`config.mk`:
```
export PLATFORM = sky130hd
export DESIGN_NAME = alex_spi_ctrl
export DESIGN_NICKNAME = d
export VERILOG_FILES = /design/src/rtl/alex_pkg.sv /design/src/rtl/alex_spi_shifter.sv /design/src/rtl/alex_spi_ctrl.sv
export SDC_FILE = /design/constraint.sdc
export NUM_CORES = 1
export LEC_CHECK = 0
export BUFFER_PORTS_ARGS = -buffer_cell sky130_fd_sc_hd__buf_2
export CAP_MARGIN = 30
export CORE_UTILIZATION = 25
export DETAILED_ROUTE_END_ITERATION = 12
export PLACE_DENSITY = 0.47
export SLEW_MARGIN = 25
export SYNTH_ARGS = -nofsm -noshare
export SYNTH_HDL_FRONTEND = slang
export SYNTH_HIERARCHICAL = 1
export SYNTH_SLANG_ARGS = --single-unit
```
`constraint.sdc`:
```
create_clock -name clock -period 2.99 [get_ports clock]
set_clock_uncertainty 0.05 [all_clocks]
set_input_delay 0.1495 -clock clock [delete_from_list [all_inputs] [get_ports clock]]
set_output_delay 0.1495 -clock clock [all_outputs]
set_load 0.03 [all_outputs]
```
`src/rtl/alex_pkg.sv`:
```
// Shared types and field layout for the Alex filter board loader.
// Word packing helpers keep the bit map in one place.
package alex_pkg;

    localparam int WORD_W = 16;
    localparam int BITS_PER_FRAME = 32;

    localparam int LPF_LSB = 9;
    localparam int ANT_LSB = 6;
    localparam int PTT_BIT = 5;
    localparam int HPF_LSB = 10;
    localparam int ATT_LSB = 8;
    localparam int RXA_LSB = 6;
    localparam int PRE_BIT = 5;

    typedef enum logic [2:0] {
        S_IDLE,
        S_LATCH,
        S_SHIFT_TX,
        S_STROBE_TX,
        S_SHIFT_RX,
        S_STROBE_RX
    } state_t;

    function automatic logic [WORD_W-1:0] pack_tx(
        input logic [6:0] lpf,
        input logic [2:0] ant,
        input logic       ptt
    );
        logic [WORD_W-1:0] w;
        w = '0;
        w[LPF_LSB +: 7] = lpf;
        w[ANT_LSB +: 3] = ant;
        w[PTT_BIT] = ptt;
        return w;
    endfunction

    function automatic logic [WORD_W-1:0] pack_rx(
        input logic [5:0] hpf,
        input logic [1:0] att,
        input logic [1:0] rxa,
        input logic       pre
    );
        logic [WORD_W-1:0] w;
        w = '0;
        w[HPF_LSB +: 6] = hpf;
        w[ATT_LSB +: 2] = att;
        w[RXA_LSB +: 2] = rxa;
        w[PRE_BIT] = pre;
        return w;
    endfunction

endpackage

```
`src/rtl/alex_spi_shifter.sv`:
```
// 16-bit MSB-first serialiser with CLK_DIV half-bit timing.
// Reloaded by the top for the TX word and then the RX word.
module alex_spi_shifter
    import alex_pkg::*;
#(
    parameter int CLK_DIV = 4
) (
    input  logic              clock,
    input  logic              reset_n,
    input  logic              load,
    input  logic [WORD_W-1:0] data,
    output logic              sdata,
    output logic              sclk,
    output logic              done
);

    localparam logic [7:0] DIV_M1 = 8'(CLK_DIV - 1);
    localparam logic [3:0] LAST = 4'(WORD_W - 1);

    logic [WORD_W-1:0] sreg;
    logic [7:0]        cnt;
    logic [3:0]        bitn;
    logic              active;
    logic              half;
    logic              tick;

    assign tick = (cnt == DIV_M1);
    assign done = active & half & tick & (bitn == LAST);

    // half=0 is the low phase of a bit, half=1 the high phase
    always_ff @(posedge clock or negedge reset_n) begin
        if (!reset_n) begin
            sreg   <= '0;
            cnt    <= '0;
            bitn   <= '0;
            active <= 1'b0;
            half   <= 1'b0;
            sdata  <= 1'b0;
            sclk   <= 1'b0;
        end else if (load) begin
            sreg   <= data;
            sdata  <= data[WORD_W-1];
            sclk   <= 1'b0;
            active <= 1'b1;
            half   <= 1'b0;
            cnt    <= '0;
            bitn   <= '0;
        end else if (active) begin
            if (!tick) begin
                cnt <= cnt + 8'd1;
            end else begin
                cnt <= '0;
                if (!half) begin
                    half <= 1'b1;
                    sclk <= 1'b1;
                end else begin
                    half <= 1'b0;
                    sclk <= 1'b0;
                    sreg <= {sreg[WORD_W-2:0], 1'b0};
                    if (bitn == LAST) begin
                        active <= 1'b0;
                        sdata  <= 1'b0;
                    end else begin
                        bitn  <= bitn + 4'd1;
                        sdata <= sreg[WORD_W-2];
                    end
                end
            end
        end
    end

endmodule

```
`src/rtl/alex_spi_ctrl.sv`:
```
// Alex board loader: change detection, frame sequencing and
// load strobes around a shared serialiser.
module alex_spi_ctrl
    import alex_pkg::*;
#(
    parameter int CLK_DIV = 4
) (
    input  logic       clock,
    input  logic       reset_n,
    input  logic [5:0] hpf,
    input  logic [6:0] lpf,
    input  logic [2:0] ant_sel,
    input  logic       ptt,
    input  logic [1:0] atten,
    input  logic [1:0] rx_ant,
    input  logic       preamp,
    input  logic       force_update,
    output logic       SPI_data,
    output logic       SPI_clock,
    output logic       Tx_load_strobe,
    output logic       Rx_load_strobe,
    output logic       busy
);

    localparam logic [9:0] STB_LO  = 10'(CLK_DIV);
    localparam logic [9:0] STB_HI  = 10'(2 * CLK_DIV);
    localparam logic [9:0] STB_END = 10'(4 * CLK_DIV - 1);

    state_t                    state;
    logic [WORD_W-1:0]         tx_word;
    logic [WORD_W-1:0]         rx_word;
    logic [WORD_W-1:0]         rx_buf;
    logic [BITS_PER_FRAME-1:0] sent_word;
    logic                      first_send;
    logic                      pending_force;
    logic [9:0]                tmr;
    logic [9:0]                tmr_nx;
    logic                      start;
    logic                      stb_on;
    logic                      sh_load;
    logic                      sh_done;
    logic [WORD_W-1:0]         sh_data;

    assign tx_word = pack_tx(lpf, ant_sel, ptt);
    assign rx_word = pack_rx(hpf, atten, rx_ant, preamp);
    assign start   = ({tx_word, rx_word} != sent_word)
                   | pending_force | first_send;
    assign tmr_nx  = tmr + 10'd1;
    assign stb_on  = (tmr_nx >= STB_LO) && (tmr_nx < STB_HI);

    // TX word is loaded in LATCH, RX word on the last strobe-gap cycle
    assign sh_load = (state == S_LATCH)
                   | ((state == S_STROBE_TX) && (tmr == STB_END));
    assign sh_data = (state == S_LATCH) ? tx_word : rx_buf;

    alex_spi_shifter #(
        .CLK_DIV(CLK_DIV)
    ) u_shift (
        .clock  (clock),
        .reset_n(reset_n),
        .load   (sh_load),
        .data   (sh_data),
        .sdata  (SPI_data),
        .sclk   (SPI_clock),
        .done   (sh_done)
    );

    always_ff @(posedge clock or negedge reset_n) begin
        if (!reset_n) begin
            state          <= S_IDLE;
            first_send     <= 1'b1;
            pending_force  <= 1'b0;
            sent_word      <= '0;
            rx_buf         <= '0;
            tmr            <= '0;
            busy           <= 1'b0;
            Tx_load_strobe <= 1'b0;
            Rx_load_strobe <= 1'b0;
        end else begin
            if (force_update) begin
                pending_force <= 1'b1;
            end else if (state == S_LATCH) begin
                pending_force <= 1'b0;
            end
            unique case (state)
                S_IDLE: begin
                    if (start) begin
                        state <= S_LATCH;
                        busy  <= 1'b1;
                    end
                end
                S_LATCH: begin
                    sent_word  <= {tx_word, rx_word};
                    rx_buf     <= rx_word;
                    first_send <= 1'b0;
                    tmr        <= '0;
                    state      <= S_SHIFT_TX;
                end
                S_SHIFT_TX: begin
                    if (sh_done) state <= S_STROBE_TX;
                end
                S_STROBE_TX: begin
                    tmr            <= tmr_nx;
                    Tx_load_strobe <= stb_on;
                    if (tmr == STB_END) begin
                        tmr            <= '0;
                        Tx_load_strobe <= 1'b0;
                        state          <= S_SHIFT_RX;
                    end
                end
                S_SHIFT_RX: begin
                    if (sh_done) state <= S_STROBE_RX;
                end
                S_STROBE_RX: begin
                    tmr            <= tmr_nx;
                    Rx_load_strobe <= stb_on;
                    if (tmr == STB_END) begin
                        tmr            <= '0;
                        Rx_load_strobe <= 1'b0;
                        busy           <= 1'b0;
                        state          <= S_IDLE;
                    end
                end
                default: begin
                    state <= S_IDLE;
                    busy  <= 1'b0;
                end
            endcase
        end
    end

endmodule
```
---- Word-level counts from Yosys, hierarchy flattened ----
Cells that the tools add are included.
storage, ports and cells
  output and inout bits ................... 5
  logic and storage cells ................. 98
  register bits ........................... 81
cells by class
  order comparisons ....................... 2
  add/subtract/negate cells ............... 3
  bitwise gates (word level) .............. 7
  reduce and logical (&&, ||, !) cells .... 15
  eq/ne operators ......................... 15
  multiplexer cells ....................... 41
operators by type and width
  kind                                                          count
  two-way mux 15 bit                                            4
  two-way mux 8 bit                                             3
  != test 22 bit                                                1
  two-way mux 4 bit                                             5
  one-hot mux 10 bit (2 select lines)                           1
  two-way mux 1 bit                                             19
  one-hot mux 3 bit (6 select lines)                            1
  two-way mux 16 bit                                            1
  two-way mux 3 bit                                             5
  adder 10 x 1 -> 10 bit (second input constant)                1
  == test 10 x 4 -> 1 bit (second input constant)               1
  >= comparator 10 x 3 -> 1 bit (second input constant)         1
  less-than comparator 10 x 4 -> 1 bit (second input constant)  1
  two-way mux 10 bit                                            1
  != test 2 bit (second input constant)                         5
  nonzero test 2 bit                                            5
  adder 8 x 1 -> 8 bit (second input constant)                  1
  == test 8 x 2 -> 1 bit (second input constant)                1
  == test 3 x 2 -> 1 bit (second input constant)                2
  == test 3 bit (second input constant)                         2
  AND reduction 3 bit                                           2
  AND reduction 5 bit                                           1
  adder 4 x 1 -> 4 bit (second input constant)                  1
  == test 4 bit (second input constant)                         1
  12 further kinds                                              17

---- Longest topological paths before layout ----
Gate-level depths: netlist of run 1.
  word-level depth ........................ 6
  mapped depth ............................ 9

---- Cells and area by module ----
Netlist of run 1, hierarchy kept.
modules (own cells, without submodules)
  module            area each (µm²)  cells an instance  instances
  alex_spi_ctrl     2153.3           248                1
  alex_spi_shifter  1488.9           164                1

---- Worst setup path before layout of run 1 ----
No wires, ideal clock.
  path type ............................... register -> register
  start ................................... reg u_shift.cnt[0]
  end ..................................... reg state[0]
  arrival ................................. 2.071 ns
  cell stages (with the launch flop) ...... 10
  slack ................................... 0.804 ns
  data required time ...................... 2.875 ns
  path buffers ............................ 2
  clock period less this slack ............ 2.186 ns
  path through ............................ dfrtp_1 ha_1 or4b_4 or3_1 clkbuf_1 clkbuf_1 nor2_1 nor2_1 a21oi_1 o211a_1
between the ends
  cells in the longest elaborated chain, start to end .. 5
  elaborated cells on any way between the ends .. 6
ends and longest elaborated chain
  item                              RTL line                text
  start: declaration                alex_spi_shifter.sv:21  logic [7:0] cnt;
  start signal: assignment          alex_spi_shifter.sv:50  cnt <= cnt + 8'd1;
  == test 8 x 2 -> 1 bit *          alex_spi_shifter.sv:27  assign tick = (cnt == DIV_M1);
  bitwise AND 1 bit * (2 in a row)  alex_spi_shifter.sv:28  assign done = active & half & tick & (bitn == LAST);
  net sh_done                       alex_spi_ctrl.sv:41     logic sh_done;
  != test 2 bit (no line)           -
  AND reduction 5 bit (no line) *   -
  end signal: assignment            alex_spi_ctrl.sv:70     state <= S_IDLE;
  end signal: assignment            alex_spi_ctrl.sv:88     state <= S_LATCH;
  end signal: assignment            alex_spi_ctrl.sv:97     state <= S_SHIFT_TX;
  end: declaration                  alex_spi_ctrl.sv:29     state_t state;
Mark *: on every way through the listed nets, which the timed path passes. The rest lies on a longest branch.
A chain may end at the register's enable or synchronous reset.

---- Worst setup path after layout of run 1 ----
  start ................................... reg u_shift.cnt[0]
  end ..................................... reg u_shift.bitn[0]
between the ends
  cells in the longest elaborated chain, start to end .. 3
ends and longest elaborated chain
  item                           RTL line                text
  == test 8 x 2 -> 1 bit         alex_spi_shifter.sv:27
  nonzero test 2 bit (no line)   -
  AND reduction 4 bit (no line)  -
  end signal: assignment         alex_spi_shifter.sv:64  bitn <= bitn + 4'd1;
  end: declaration               alex_spi_shifter.sv:22  logic [3:0] bitn;
Every way passes these cells.

==> results of run 1 <==
-- metal layers --
layer,vias up,wire length [um],GRT usage,share of wire
met5,-,0,0,0
met4,0,42,0.0366,0.0051
met3,4,358,0.0358,0.044
met2,57,3750,0.189,0.46
met1,1392,4040,0.164,0.49
li1,1474,-,-,-
-- state kept, by name (all words and copies together) (netlist names) --
| register | count |
|---|---|
| Rx_load_strobe | 1 |
| Tx_load_strobe | 1 |
| busy | 1 |
| first_send | 1 |
| pending_force | 1 |
| sent_word | 22 |
| state | 3 |
| tmr | 10 |
| u_shift/active | 1 |
| u_shift/bitn | 4 |
| u_shift/cnt | 8 |
| u_shift/half | 1 |
| u_shift/sdata | 1 |
| u_shift/sreg | 15 |
-- final cells by class --
class                   instances  area [sq um]  area share
clock buffers                  15           258      0.0591
clock inverters                 1          5.00     0.00115
inverters                       7          26.3     0.00603
multi-input cells             318          1790       0.412
flip-flops and latches         70          1750       0.402
well taps                     180           225      0.0517
repair buffers                 44           298      0.0683
-- power by group through the flow --
| stage | registers, mW | clock network, mW | logic [mW] |
|---|---|---|---|
| 3_5_place_dp | 1.01 | 0 | 0.143 |
| 2_1_floorplan | 1.01 | 0 | 0.0769 |
| 5_1_grt | 1.00 | 1.05 | 0.174 |
| 3_3_place_gp | 1.01 | 0 | 0.141 |
| 6_report | 0.998 | 0.965 | 0.152 |
| 4_1_cts | 0.998 | 0.998 | 0.150 |
-- per-stage QoR --
step	worst slack, ns	hold WS (ns)	utilization	cell area, sq um
2_1_floorplan	0.804	-0.196	-	3660
3_3_place_gp	0.702	0.304	0.284	3990
3_5_place_dp	0.648	0.309	0.284	3990
4_1_cts	0.626	0.00373	0.308	4320
5_1_grt	0.523	0.0127	0.310	4360
6_report	0.619	0.00372	0.310	4360
-- placed cells by master (no fill, tap or decap), types with 3 or more instances in the layout --
cell type and instances:
clkbuf_16 9, o21a_1 3, clkbuf_1 5, dlygate4sd3_1 8, nor3_1 12, nand2b_1 5
nor2b_1 15, dfrtp_1 69, ha_1 5, xnor2_1 18, nand3_1 7, nand3b_1 4
buf_4 6, nand4_1 8, xor2_1 11, a21oi_1 37, nor2_1 19, conb_1 5
a21o_1 3, a31oi_1 7, inv_1 7, o21ai_0 9, mux2i_1 4, o31ai_1 4
buf_2 29, nor4_1 5, nand2_1 111, a22o_1 3
-- final timing paths --
| path | from | end | slack, ns | depth (start not counted) |
|---|---|---|---|---|
| max in group asynchronous | reset_n | first_send$_DFFE_PN1P_ | 2.01 | 4 |
| min in group asynchronous | reset_n | u_shift/sreg[4]$_DFFE_PN0P_ | 0.27 | 3 |
| setup / recovery | u_shift/cnt[0]$_DFFE_PN0P_ | u_shift/bitn[0]$_DFFE_PN0P_ | 0.62 | 5 |
| setup reg to reg | u_shift/cnt[0]$_DFFE_PN0P_ | u_shift/bitn[0]$_DFFE_PN0P_ | 0.62 | 5 |
| hold reg to reg | Tx_load_strobe$_DFFE_PN0P_ | Tx_load_strobe$_DFFE_PN0P_ | 0.42 | 2 |
| hold / removal | hpf[0] | sent_word[10]$_DFFE_PN0P_ | 0.004 | 3 |
-- cell families (layout without fill, tap and decap cells) --
| logic type | count (synthesis) | count (layout) | share of synthesized area |
|---|---|---|---|
| buffers and inverters | 28 | 67 | 0.0333 |
| xor gates and xnor gates | 29 | 29 | 0.0697 |
| muxes | 5 | 5 | 0.0141 |
| DFF | 70 | 70 | 0.481 |
| and+or+nand+nor | 198 | 198 | 0.257 |
| other | 1 | 5 | 0.00103 |
| adders and majority gates | 7 | 7 | 0.0230 |
| AOI/OAI and AO/OA | 74 | 74 | 0.120 |
-- worst max-delay path, stage by stage (launching register included) --
cell     delay [ns]
dfrtp_1        0.42
ha_1           0.20
or4b_4         0.48
or3_1          0.59
or3_1          0.40
a21oi_1        0.15
-- repair_timing --
action                    4_1_cts  5_1_grt
resized for setup               0        0
hold endpoints to repair        7       18
setup buffers                   0        0
hold buffers                    7        1
==> results.json, run 1 <==
{
  "critical_path_arrival_ns": 2.57,
  "initial_core_util": 0.259,
  "cts.sinks": 70,
  "cts_htree_levels": 3,
  "die_area_sq_um": 15100,
  "vdd_ir_drop_max_uv": 287,
  "fp-row-count": 43,
  "async_reset_ff_frac": 1.00,
  "cp-start-kind": "flip-flop",
  "slew_headroom": 0.585,
  "synth-edff-count": 0,
  "diodes": 0,
  "ios": 30,
  "antenna_found_initial": 0,
  "num_vias": 2927,
  "place.gp.congestion": 0.770,
  "seq_area_frac_synth": 0.481,
  "grt_use_total": 0.122,
  "grt_max_degree": 71,
  "grt_pass1_vias": 2916,
  "grt_overflow_total": 0,
  "setup_viol": 0,
  "drt_pass1_iterations": 4,
  "yosysMostFrequentCell": "nand2_1",
  "power_density_nw_per_um2": 485,
  "cap_violations": 0,
  "path_clk_slew_ns": 0.05,
  "numCtsBuffers": 9,
  "p_sw_mw": 0.484,
  "syn_area_sq_um": 3640,
  "hold_viol": 0,
  "synth_area_leaders": "dfrtp_1 (47%), nand2_1 (11%), a21oi_1 (5.2%)",
  "holdCritPathClass": "input port to flip-flop",
  "seqPwrFrac": 0.472,
  "total_power_mw": 2.12,
  "pwr-share-clk": 0.456,
  "fin_cells": 635,
  "hpwl_um": 5550,
  "synth_area_leader_cell": "dfrtp_1",
  "synthToLayoutAreaGrowth_pct": 19.7,
  "syn-instance-count": 412,
  "synth_commonest_cells": "nand2_1 (111), dfrtp_1 (69), a21oi_1 (38), nor2_1 (19), xnor2_1 (18)",
  "p_comb_frac": 0.072,
  "endpoint_kind": "flip-flop",
  "nNetsFinal": 480,
  "routed_via_density": 4.61,
  "swShare": 0.229,
  "max_freq_mhz": 422,
  "fin_crit_sh": 0.793,
  "worst-path-max-fanout": 15,
  "ys.flop_type": "dfrtp_1",
  "rsz0062_at_grt": "no",
  "total_leakage_power_nw": 1.94,
  "yosysWarnings": 6,
  "maxSlewViolCount": 0,
  "tritoncts": "yes",
  "intPower_mw": 1.63,
  "wl_um": 8190,
  "grt_pass1_wl_um": 14200,
  "die_height_um": 123,
  "yosys.area.top_type_share": 0.474,
  "core_area_sq_um": 14000,
  "required_ns": 3.19,
  "clockRootBuffer": "clkbuf_16",
  "io_buffer_count": 29,
  "tns_ns": 0,
  "ys_types": 48,
  "ant_nets": 0,
  "cts.path.max_buffers": 2,
  "status": "finished, final reports clean",
  "postSynthAreaPerCell_sq_um": 8.84,
  "post-route-min-period_ns": 2.37,
  "die_x_um": 123,
  "path_class": "flip-flop to flip-flop",
  "drive_gt1_frac": 0.125,
  "worst_pin_slew_ns": 0.621,
  "post-route-drc-count": 0,
  "yosys_register_bits": 70,
  "dr.first_iter.drc_count": 143,
  "clock_latency_ns": 0.33,
  "post_drt_wl_per_cell_um": 12.9,
  "fillCellCount": 1474,
  "placed_cells": 610
}
No activity file was read; power rests on OpenSTA's default activity.
==> run 2, diff against run 1 <==
- clock period: 2.99 -> 2.35 ns (I/O delays scaled with it)
==> run 2 against run 1 <==
Against the previous run:
- register-to-register slack worse by 0.42 ns
- combinational power rose by 38%
- first-iteration DRC count rose by 7.0%
- clock power rose by 28%
- routed wire length grew 1.5%
- global-route usage is essentially flat
- sequential power up 27%
- critical path depth unchanged
- worst hold slack improved by 0.0046 ns
- core utilization grew 1.2 points
- setup slack got worse by 0.42 ns
- critical path type unchanged
- largest power group unchanged
==> results.json, run 2 (synthesized netlist as in run 1, its figures left out) <==
{
  "wl_um": 8310,
  "fin_cells": 652,
  "clock_latency_ns": 0.33,
  "path_clk_slew_ns": 0.06,
  "cp_slowest_cell": "or4b_4",
  "holdCritPathClass": "input port to flip-flop",
  "cts.path.max_buffers": 2,
  "die_height_um": 123,
  "pwr-share-clk": 0.456,
  "status": "finished, final reports clean",
  "grt_use_total": 0.122,
  "die_area_sq_um": 15100,
  "path_class": "flip-flop to flip-flop",
  "core_area_sq_um": 14000,
  "power_density_nw_per_um2": 601,
  "drive_gt1_frac": 0.138,
  "intPower_mw": 2.08,
  "layout_common_cells": "nand2_1 (111), dfrtp_1 (69), a21oi_1 (37)",
  "cp-start-kind": "flip-flop",
  "grt_max_degree": 71,
  "swShare": 0.235,
  "crit_family": "simple AND/OR/NAND/NOR gates",
  "worst-path-max-fanout": 9,
  "io_buffer_count": 29,
  "total_leakage_power_nw": 2.02,
  "tns_ns": 0,
  "nNetsFinal": 497,
  "rsz0062_at_grt": "no",
  "fillCellCount": 1465,
  "fp-row-count": 43,
  "place_area_sq_um": 4030,
  "post-route-min-period_ns": 2.15,
  "routed_via_density": 4.58,
  "diodes": 0,
  "grt_pass1_vias": 2975,
  "ios": 30,
  "hpwl_um": 5470,
  "largest_register_ffs": 22,
  "maxSlewViolCount": 0,
  "setup_viol": 0,
  "drt_pass1_iterations": 4,
  "endpoint_kind": "flip-flop",
  "fin_hold_ws_ns": 0.00831,
  "p_sw_mw": 0.639,
  "cp_cell_sequence": "ha_1 > or4b_4 > or3_4 > or3_1 > a21oi_1",
  "vdd_ir_drop_max_uv": 386,
  "cap_violations": 0,
  "max_freq_mhz": 465,
  "clockRootBuffer": "clkbuf_16",
  "p_comb_frac": 0.077,
  "num_vias": 2989,
  "grt_overflow_total": 0,
  "critPathBufInv": 0,
  "numCtsBuffers": 9,
  "synthToLayoutAreaGrowth_pct": 24.2,
  "tritoncts": "yes",
  "post_drt_wl_per_cell_um": 12.7,
  "grt_pass1_wl_um": 14200,
  "critical_path_arrival_ns": 2.36,
  "regMostFlops": "sent_word",
  "cts_htree_levels": 3,
  "dr.first_iter.drc_count": 153,
  "place.gp.congestion": 0.760,
  "postLayoutCellArea_sq_um": 4520,
  "fin_crit_sh": 0.916,
  "required_ns": 2.56,
  "hold_viol": 0,
  "slowest_delay_ns": 0.49,
  "post-route-drc-count": 0,
  "die_x_um": 123,
  "cts.sinks": 70,
  "ant_nets": 0,
  "seqPwrFrac": 0.467,
  "antenna_found_initial": 0,
  "top_regs": "sent_word: 22 flops, u_shift/sreg: 15 flops, tmr: 10 flops",
  "placed_cells": 614,
  "layout_commonest_cell": "nand2_1",
  "initial_core_util": 0.259
}
[run 2: routing by layer]
| layer | vias up | wire length [um] | GRT usage |
|---|---|---|---|
| met5 | - | 0 | 0 |
| met4 | 0 | 117 | 0.0419 |
| met3 | 9 | 273 | 0.0344 |
| met2 | 47 | 3780 | 0.196 |
| met1 | 1431 | 4130 | 0.157 |
| li1 | 1502 | - | - |
[run 2: layout make-up]
class | count | area, sq um | share of cell area
well taps | 180 | 225 | 0.0498
clock buffers | 11 | 243 | 0.0537
flip-flops and latches | 70 | 1750 | 0.387
inverters | 7 | 26.3 | 0.00581
clock inverters | 5 | 25.0 | 0.00553
repair buffers | 61 | 453 | 0.100
multi-input cells | 318 | 1800 | 0.398
[run 2: worst min-delay path: cells and delay by family]
kind                   cells  cell delay (ns)
buffers and inverters      1             0.11
and+or+nand+nor            2             0.12
[run 2: metrics by stage]
step	utilization	power, mW	setup slack (ns)
6_report	0.322	2.72	0.197
5_1_grt	0.322	2.84	0.0474
4_1_cts	0.322	2.76	0.104
3_5_place_dp	0.287	1.48	0.125
3_3_place_gp	0.287	1.47	0.169
2_1_floorplan	-	1.39	0.164
[run 2: final timing paths]
path	from	end	slack, ns	cells after the start
min in group asynchronous	reset_n	u_shift/sreg[3]$_DFFE_PN0P_	0.29	3
hold reg to reg	Rx_load_strobe$_DFFE_PN0N_	Rx_load_strobe$_DFFE_PN0N_	0.43	2
hold / removal	lpf[5]	sent_word[30]$_DFFE_PN0P_	0.008	3
max in group asynchronous	reset_n	first_send$_DFFE_PN1P_	1.62	3
setup / recovery	u_shift/cnt[0]$_DFFE_PN0P_	u_shift/bitn[0]$_DFFE_PN0P_	0.20	5
setup reg to reg	u_shift/cnt[0]$_DFFE_PN0P_	u_shift/bitn[0]$_DFFE_PN0P_	0.20	5
[run 2: power by group through the flow]
stage	combinational (mW)	clock [mW]	sequential, mW
2_1_floorplan	0.0978	0	1.29
3_3_place_gp	0.183	0	1.29
3_5_place_dp	0.185	0	1.29
4_1_cts	0.213	1.28	1.27
5_1_grt	0.239	1.32	1.27
6_report	0.210	1.24	1.27
[run 2: what timing repair did]
item                                    in CTS  in global routing
endpoints found under the setup margin       0                  2
gates resized for setup                      0                  1
hold buffers                                22                  0
endpoints found under the hold margin       90                  0
buffers inserted                             0                  0
==> run 3, diff against run 2 <==
- PLACE_DENSITY: 0.47 -> 0.4
==> run 3 against run 2 <==
Against the previous run:
- core utilization grew 0.19 points
- worst hold slack improved by 0.21 ns
- register-to-register slack worse by 0.07 ns
- critical path depth unchanged
- die area stayed put
- largest cell class unchanged
- critical path type unchanged
- clock power about the same
- first-iteration DRC count is 3.3% higher
- routed wire length grew 6.4%
- via count hardly changed
- sequential power about the same
- non-clock buffer count grew 3
- sequential cell count is the same
==> results.json, run 3 (synthesized netlist as in run 1, its figures left out) <==
{
  "numCtsBuffers": 9,
  "cts_htree_levels": 3,
  "holdCritPathClass": "input port to async pin",
  "cts.path.max_buffers": 2,
  "core_area_sq_um": 14000,
  "worst-path-max-fanout": 8,
  "hold_viol": 0,
  "diodes": 0,
  "cap_violations": 0,
  "io_buffer_count": 29,
  "critical_path_arrival_ns": 2.44,
  "utilization": 0.324,
  "num_vias": 2987,
  "fin_crit_sh": 0.946,
  "postLayoutCellArea_sq_um": 4550,
  "rsz0062_at_grt": "no",
  "die_area_sq_um": 15100,
  "vdd_ir_drop_max_uv": 422,
  "layout_common_cells": "nand2_1 (111), dfrtp_1 (69), a21oi_1 (37)",
  "die_x_um": 123,
  "ant_nets": 0,
  "synthToLayoutAreaGrowth_pct": 24.9,
  "top_usage_layer": "met2",
  "die_height_um": 123,
  "ios": 30,
  "power_density_nw_per_um2": 604,
  "cts.sinks": 70,
  "grt_overflow_total": 0,
  "routed_via_density": 4.56,
  "nNetsFinal": 500,
  "required_ns": 2.57,
  "clock_latency_ns": 0.34,
  "grt_use_total": 0.131,
  "place_area_sq_um": 4040,
  "worst_pin_slew_ns": 0.503,
  "post-route-drc-count": 0,
  "fp-row-count": 43,
  "wl_um": 8840,
  "grt_pass1_wl_um": 14800,
  "path_clk_slew_ns": 0.06,
  "hpwl_um": 5860,
  "cp-start-kind": "flip-flop",
  "cp_common_cell": "or3_1",
  "total_leakage_power_nw": 2.03,
  "cp_slowest_cell": "or4b_4",
  "top_regs": "sent_word: 22 flops, u_shift/sreg: 15 flops, tmr: 10 flops",
  "total_power_mw": 2.75,
  "post-route-min-period_ns": 2.22,
  "initial_core_util": 0.259,
  "max_freq_mhz": 450,
  "setup_viol": 0,
  "met1_usage": 0.160,
  "largest_register_ffs": 22,
  "tritoncts": "yes",
  "antenna_found_initial": 0,
  "slew_headroom": 0.664,
  "grtUsageMet3": 0.0483,
  "endpoint_kind": "flip-flop",
  "place.gp.congestion": 0.735,
  "drt_pass1_iterations": 4,
  "use_met2": 0.213,
  "slowest_delay_ns": 0.49,
  "post_cts_buffers": 0,
  "status": "finished, final reports clean",
  "layout_commonest_cell": "nand2_1",
  "cp_cell_sequence": "ha_1 > or4b_4 > or3_1 > or3_1 > a21oi_1",
  "dr.first_iter.drc_count": 158,
  "maxSlewViolCount": 0,
  "ctsResizeCount": 0,
  "clockRootBuffer": "clkbuf_16",
  "tns_ns": 0,
  "path_class": "flip-flop to flip-flop",
  "post_drt_wl_per_cell_um": 13.5,
  "drive_gt1_frac": 0.135,
  "grt_max_degree": 47,
  "grt_pass1_vias": 2999,
  "regMostFlops": "sent_word"
}
## run 3: cell types whose count changed in the layout (fill, tap and decap cells not counted), sizes merged
cell         delta
dlygate4sd3     +2
buf             +1
clkbuf          +1
clkinv          -2
clkinvlp        +1
## run 3: routing by layer
layer,up-vias,share of wire
met1,1410,0.48
met2,58,0.47
met5,-,0
li1,1513,-
met4,0,0.013
met3,6,0.044
## run 3: layout make-up
| cell class | instances | area, sq um |
|---|---|---|
| fillers | 1488 | 9490 |
| repair buffers | 64 | 483 |
| clock buffers | 12 | 246 |
| well taps | 180 | 225 |
| inverters | 7 | 26.3 |
| flip-flops and latches | 70 | 1750 |
| clock inverters | 4 | 22.5 |
| multi-input cells | 318 | 1790 |
## run 3: where the power goes
group	total [mW]	switching [mW]	internal, mW
clock	1.26	0.526	0.738
combinational	0.214	0.111	0.103
sequential	1.27	0.0249	1.24
total	2.75	0.662	2.09
## run 3: worst max-delay path, delay by kind of cell, from the launching register on
family                     cells  cell delay, ns
AOI/OAI and AO/OA              1            0.14
DFF                            1            0.43
adders and majority gates      1            0.21
and+or+nand+nor                3            1.33
## run 3: path summary, 6_finish.rpt
kind / startpoint / to / slack [ns] / cells past startpoint
min reg2reg: Rx_load_strobe$_DFFE_PN0N_ / Rx_load_strobe$_DFFE_PN0N_ / 0.43 / 2
min in group clock: Rx_load_strobe$_DFFE_PN0N_ / Rx_load_strobe$_DFFE_PN0N_ / 0.43 / 2
max: u_shift/cnt[0]$_DFFE_PN0P_ / u_shift/bitn[0]$_DFFE_PN0P_ / 0.13 / 5
min: reset_n / tmr[0]$_DFFE_PN0P_ / 0.22 / 2
max in group asynchronous: reset_n / u_shift/sreg[0]$_DFFE_PN0P_ / 1.45 / 3
max reg2reg: u_shift/cnt[0]$_DFFE_PN0P_ / u_shift/bitn[0]$_DFFE_PN0P_ / 0.13 / 5
## run 3: what timing repair did
item	4_1_cts	5_1_grt
setup endpoints to repair	0	0
hold buffers	24	0
hold endpoints to repair	53	0
## run 3: through the flow
step	worst slack [ns]	instances	hold slack, ns
2_1_floorplan	0.164	416	-0.228
3_3_place_gp	0.175	615	0.0555
3_5_place_dp	0.160	615	0.0558
4_1_cts	0.134	655	0.230
5_1_grt	0.0463	655	0.276
6_report	0.126	655	0.220
